==> config.mk <==
export PLATFORM = sky130hd
export DESIGN_NAME = clk_div_multi
export DESIGN_NICKNAME = d
export VERILOG_FILES = /design/src/rtl/clk_div_multi.sv
export SDC_FILE = /design/constraint.sdc
export NUM_CORES = 1
export LEC_CHECK = 0
export ABC_AREA = 0
export BUFFER_PORTS_ARGS = -buffer_cell sky130_fd_sc_hd__buf_4
export CAP_MARGIN = 30
export CORE_UTILIZATION = 45
export CTS_CLUSTER_DIAMETER = 30
export CTS_CLUSTER_SIZE = 8
export DETAILED_ROUTE_END_ITERATION = 10
export PLACE_DENSITY = 0.66
export REMOVE_ABC_BUFFERS = 1
export SYNTH_ARGS = -nofsm -noshare
export SYNTH_HDL_FRONTEND = slang
export SYNTH_SLANG_ARGS = --single-unit
==> constraint.sdc <==
create_clock -name clk_in -period 12.6 [get_ports clk_in]
set_clock_uncertainty 0.1 [all_clocks]
set_input_delay 2.52 -clock clk_in [delete_from_list [all_inputs] [get_ports clk_in]]
set_output_delay 2.52 -clock clk_in [all_outputs]
set_load 0.05 [all_outputs]
==> src/rtl/clk_div_multi.sv <==
// Multi-channel programmable clock divider: per-channel tick pulse and 50% square wave,
// with shadowed divisor writes that take effect only at a period boundary.
module clk_div_multi #(
  parameter int NUM_CH      = 4,
  parameter int CNT_W       = 32,
  parameter int DEFAULT_DIV = 100000000,
  localparam int LCH_W      = (NUM_CH > 1) ? $clog2(NUM_CH) : 1
) (
  input  logic              clk_in,
  input  logic              reset,
  input  logic [NUM_CH-1:0] ch_en,
  input  logic              sync_clr,
  input  logic              load_en,
  input  logic [LCH_W-1:0]  load_ch,
  input  logic [CNT_W-1:0]  load_div,
  output logic [NUM_CH-1:0] tick_out,
  output logic [NUM_CH-1:0] sq_out,
  output logic [NUM_CH-1:0] busy
);

  localparam logic [CNT_W-1:0] DIV_RST = CNT_W'(DEFAULT_DIV);
  localparam logic [CNT_W-1:0] ONE     = CNT_W'(1);

  logic             ld_valid;
  logic [CNT_W-1:0] ld_val;

  // A divisor of zero would never reach terminal count; treat it as 1.
  assign ld_val   = (load_div == '0) ? ONE : load_div;
  assign ld_valid = load_en && (int'(load_ch) < NUM_CH);

  for (genvar i = 0; i < NUM_CH; i++) begin : g_ch
    logic [CNT_W-1:0] div_q;
    logic [CNT_W-1:0] shadow_q;
    logic [CNT_W-1:0] cnt_q;
    logic             tick_q;
    logic             sq_q;
    logic             busy_q;
    logic             hit;
    logic             tc;

    assign hit = ld_valid && (load_ch == LCH_W'(i));
    assign tc  = (cnt_q == div_q - ONE);

    always_ff @(posedge clk_in or posedge reset) begin
      if (reset) begin
        div_q    <= DIV_RST;
        shadow_q <= DIV_RST;
        cnt_q    <= '0;
        tick_q   <= 1'b0;
        sq_q     <= 1'b0;
        busy_q   <= 1'b0;
      end else if (sync_clr || !ch_en[i]) begin
        // Counter is parked at zero, so any divisor change is safe to apply now.
        cnt_q  <= '0;
        tick_q <= 1'b0;
        sq_q   <= 1'b0;
        busy_q <= 1'b0;
        if (hit) begin
          div_q    <= ld_val;
          shadow_q <= ld_val;
        end else if (busy_q) begin
          div_q <= shadow_q;
        end
      end else begin
        if (tc) begin
          cnt_q  <= '0;
          tick_q <= 1'b1;
          sq_q   <= ~sq_q;
          if (busy_q) div_q <= shadow_q;
        end else begin
          cnt_q  <= cnt_q + ONE;
          tick_q <= 1'b0;
        end
        // A write on the terminal-count cycle lands after the old shadow is applied.
        if (hit) begin
          shadow_q <= ld_val;
          busy_q   <= 1'b1;
        end else if (tc) begin
          busy_q <= 1'b0;
        end
      end
    end

    assign tick_out[i] = tick_q;
    assign sq_out[i]   = sq_q;
    assign busy[i]     = busy_q;
  end

endmodule

=== Word level (Yosys, flattened, before mapping) ===
Index checks and enable logic that the tools add are counted.

* Flip-flop bits (word level): 396
* Bits of input ports: 42
* Output and inout port bits: 12
* Logic and storage cells: 118

* Reduce and logical (&&, ||, !) cells: 22
* Bitwise gates (word level): 4
* $add $sub $neg: 8
* Equal/unequal tests: 7
* Muxes and demuxes: 53

{| class="wikitable"
|+ Operator list
! operator !! count
|-
| two-way mux 32 bit || 25
|-
| adder 32 x 1 -> 32 bit (second input constant) || 4
|-
| == test 32 bit || 4
|-
| subtractor 32 x 1 -> 32 bit (second input constant) || 4
|-
| zero test 32 bit || 1
|-
| two-way mux 1 bit || 28
|-
| nonzero test 3 bit || 4
|-
| nonzero test 2 bit || 4
|-
| == test 2 bit (second input constant) || 2
|-
| logical AND 1 bit || 4
|-
| zero test 1 bit || 4
|-
| logical OR 1 bit || 4
|-
| inverter 1 bit || 4
|-
| == test 2 x 1 -> 1 bit (second input constant) || 1
|-
| zero test 2 bit || 1
|}

=== Logic depth before layout (Yosys ltp) ===
* Word-level depth: 5
* Depth in mapped cells: 14
* Depth with buffers taken out: 10

=== Least setup slack after synthesis ===
OpenSTA, ideal clock, no wires.

* Path type: in2reg
* Start point: input load_ch[1]
* End point: register g_ch[0].div_q[27]
* Arrival time: 3.925 ns
* Setup slack: 8.489 ns
* Required time: 12.414 ns
* Setup time: 0.086 ns
* Cell stages on the path: 7
* Path buffers: 1
* Path through: nor3b_1 > nand2_1 > nand2_1 > buf_1 > o22a_1 > nor4_1 > nor3_1

* Word-level cells in the longest chain between the ends: 4

{| class="wikitable"
|+ RTL lines
! element !! line !! RTL
|-
| from (decl) || 14 || <nowiki>input logic [LCH_W-1:0] load_ch,</nowiki>
|-
| zero test 2 bit || 41 || <nowiki>assign hit = ld_valid && (load_ch == LCH_W'(i));</nowiki>
|-
| logical AND 1 bit || 41 ||
|-
| two-way mux 32 bit || 58 || <nowiki>if (hit) begin</nowiki>
|-
| two-way mux 32 bit || 52 || <nowiki>end else if (sync_clr || !ch_en[i]) begin</nowiki>
|-
| to (signal assigned) || 59 || <nowiki>div_q <= ld_val;</nowiki>
|-
| to (signal assigned) || 62 || <nowiki>div_q <= shadow_q;</nowiki>
|-
| to (signal assigned) || 69 || <nowiki>if (busy_q) div_q <= shadow_q;</nowiki>
|-
| to (decl) || 32 || <nowiki>logic [CNT_W-1:0] div_q;</nowiki>
|}

Every way passes these cells.
A chain may end at the register's enable or synchronous reset.

=== Worst setup path in the final report ===
* Start point: register g_ch[3].div_q[6]
* End point: register g_ch[3].cnt_q[17]

* Word-level cells in the longest chain between the ends: 4

{| class="wikitable"
|+ RTL lines
! element !! line !! RTL
|-
| from (decl) || 32 ||
|-
| from (signal assigned) || 59 ||
|-
| from (signal assigned) || 62 ||
|-
| from (signal assigned) || 69 ||
|-
| subtractor 32 x 1 -> 32 bit || 42 || <nowiki>assign tc = (cnt_q == div_q - ONE);</nowiki>
|-
| == test 32 bit || 42 ||
|-
| two-way mux 32 bit || 65 || <nowiki>if (tc) begin</nowiki>
|-
| two-way mux 32 bit || 52 ||
|-
| to (signal assigned) || 71 || <nowiki>cnt_q <= cnt_q + ONE;</nowiki>
|-
| to (decl) || 34 || <nowiki>logic [CNT_W-1:0] cnt_q;</nowiki>
|}

Every way passes these cells.

==> flow_summary.ini <==
[global_route]
grt_most_used_layer = met2
grt.met2_usage_pct = 41.08
groute.usage.overall_pct = 26.68
pin_count_of_the_biggest_net_entering_global_routing = 107
global_route.usage.met1_pct = 36.53
first_global_vias = 21040
grt_antenna_before_repair = 1
grtUsageMet3_pct = 4.791
global_route.overflow_total = 0
grt_first_pass_wirelength_mm = 116.3

[drt]
wirelength_mm = 72.53
route.detailed.drc = 3
dr.pass1.iters = 9
drtIter0Drc = 2022
wire_per_inst_um = 20.97
drtAntennaViolNets = 0
drt-vias-per-instance = 6.172
via_count = 21350

[synth]
synth.yosys.seq_area_share_pct = 41.45
synth-edff-count = 0
synth-compound-area-share_pct = 16.52
netlist_instances = 2740
synth.avg_cell_area_um2 = 8.831
dominant_register_cell_in_the_synthesized_netlist = dfrtp_1
synth-seq-cells = 396
netlist.area_leader.share_pct = 31.03
synth_cell_types = 82
async_reset_ff_share_pct = 100.0
synth_top_family_by_area = simple AND/OR/NAND/NOR gates
synthesis.yosys.warnings = 0
synth_simple_gate_area_share_pct = 23.13
yosys-top-cells-count = dfrtp_1, nand2_1, nor2_1, clkbuf_1, nor3_1
netlist.top_cell.by_area = dfrtp_1
synth_top_cells_by_area = dfrtp_1, dfstp_2, xor2_1
post_synth_xor_area_fraction_pct = 10.06
synth.most_common_cell = dfrtp_1
muxShareOfSynthArea_pct = 3.139
synth_fa_ha_area_share_pct = 0.4137
syn-cell-area_mm2 = 0.02420

[timing]
hold_viol_final = 0
worst_slew_margin_rel_pct = 28.68
setup-tns-final_ps = 0
grt_setup_unrepaired = no
max_freq_mhz = 211.3
setup_viol_count_final = 0
whs_ps = 353.6
report.final.slew_viol_count = 0
timing_worst_slew_pin_value_ps = 1060
post-route-min-period_ps = 4733
period_utilization_post_route_pct = 37.57

[floorplanning]
boundaryPins = 54
std_cell_rows = 84
die-width_um = 233.9
floorplan.die.height_um = 233.9
placeableCoreArea_mm2 = 0.05287
initial_utilization_pct = 45.77
fp.dieArea_mm2 = 0.05470

[flow_run]
maxCapViolCount = 0

[setup_path]
critPathKind = register to register
ff2ff_setup_slack_ps = 7870
crit_required_ps = 12950
cp_data_arrival_time_ps = 5080
worstPathCellList = or4_1 > nor3_1 > o2111a_1 > o22ai_1 > or4_4 > nor4_4 > or2_1 > nor2_1
critPathSlowestCell = or2_1
timing.critical_path.buf_inv = 0
cp_max_fo = 30
category_of_the_worst_setup_path_capture_point = register
path_delay_family = simple AND/OR/NAND/NOR gates
crit_path_start_kind = register
timing.critical_path.slowest_cell_delay_ps = 860
critical_path.startpoint = g_ch[3].div_q[6]
r2r_start = g_ch[3].div_q[6]

[min_path]
min_path_type = register to register
hold_start = g_ch[1].shadow_q[16]

[layout]
layout-area-overhead-vs-synth_pct = 18.06
finish.instance_area_mm2 = 0.02857
layout.core_utilization_pct = 54.04
final_layout_size_suffix_gt1_share_pct = 17.18
fin_nets = 2736

[placed_design]
gpl.final_weighted_congestion = 0.9131
placement.io_buffers = 53
hpwl_mm = 45.92
post_dp_cell_area_mm2 = 0.02491

[clocking]
clock_insertion_delay_worst_skew_ps = 640
cts_root_buffer = clkbuf_16
cts-buffers-inserted = 99
clock_path_buffers = 3
postCtsHoldBufs = 0
post_cts_clock_slew_at_the_launch_and_capture_registers_of_the_worst_setup_and_hold_paths_ps = 50
htree_levels = 3
cts-resized-gates = 0
clock_sink_count = 396
cts_setup_buffers = 0
tritoncts = done

[pwr]
power-per-cell-area_mw_per_mm2 = 189.6
worst_ir_drop_vdd_mv = 0.1143
power.leakage_uw = 0.01116
total_power_consumption_of_the_routed_design_uw = 5417

[run_status]
run_status = complete, but fails checks
violations_in_the_final_reports = DRC
[tightest hold or removal path: cells and delay by family, from the launching register on]
kind	cells	cell delay (ps)
flip-flops	1	360
AND/OR/NAND/NOR	2	90
[path summary, 6_finish.rpt]
| check | endpoint | cells after the start |
|---|---|---|
| max | g_ch[3].cnt_q[17] | 8 |
| min | g_ch[1].shadow_q[16] | 2 |
| max reg2reg | g_ch[3].cnt_q[17] | 8 |
| min reg2reg | g_ch[1].shadow_q[16] | 2 |
| max in group asynchronous | g_ch[2].sq_q | 3 |
| min in group asynchronous | g_ch[3].cnt_q[4] | 2 |
[report_power, final]
part | internal (µW) | switching [µW]
Combinational | 379 | 541
Sequential | 1500 | 257
Clock | 1930 | 813
[through the flow]
stage,instances,setup slack [ps]
floorplan,2485,-872.1
global placement,3265,7036
detailed placement,3272,7439
CTS,3457,7814
global route,3459,7582
finish,3459,7867
[sequential cells by signal, summed over array words and instances (netlist names)]
| register | count |
|---|---|
| g_ch.cnt_q | 128 |
| g_ch.busy_q | 4 |
| g_ch.sq_q | 4 |
| g_ch.shadow_q | 128 |
| g_ch.tick_q | 4 |
| g_ch.div_q | 128 |
[area by class of cell]
cell class / instances / area (µm²)
clock inverters: 56 / 865.8
diodes: 1 / 2.502
inverters: 57 / 221.5
fillers: 4651 / 24300
flip-flops and latches: 396 / 10030
repair buffers: 100 / 860.8
clock buffers: 129 / 2763
well taps: 688 / 860.8
multi-input cells: 2032 / 12960
[placed cells by master (no fill, tap or decap), drive strengths merged, types with 35 or more instances in the layout]
cell type and count:
o21ai 157, buf 100, a311oi 36, nand4 49
xnor2 135, nor2 259, nor3 186, a2bb2oi 35
dfrtp 300, o22a 64, nor4 90, nand2 283
xor2 143, nand3 67, inv 61, a211oi 43
clkbuf 129, dfstp 96, o22ai 39, mux2 63
and3 35
[logic make-up after synthesis]
| logic type | Yosys count |
|---|---|
| AND/OR/NAND/NOR | 1120 |
| AO/OA/AOI/OAI | 558 |
| flip-flops | 396 |
| buffers and inverters | 312 |
| XOR/XNOR | 278 |
| multiplexers | 68 |
| adder cells (fa/ha/maj) | 8 |
[metal layers]
metal,share of wire [%],vias to the layer above
met5,0,-
met4,3.7,0
met3,6.6,158
met2,45,778
met1,44,10580
li1,-,9838
Power figures use the tool's default switching activity.
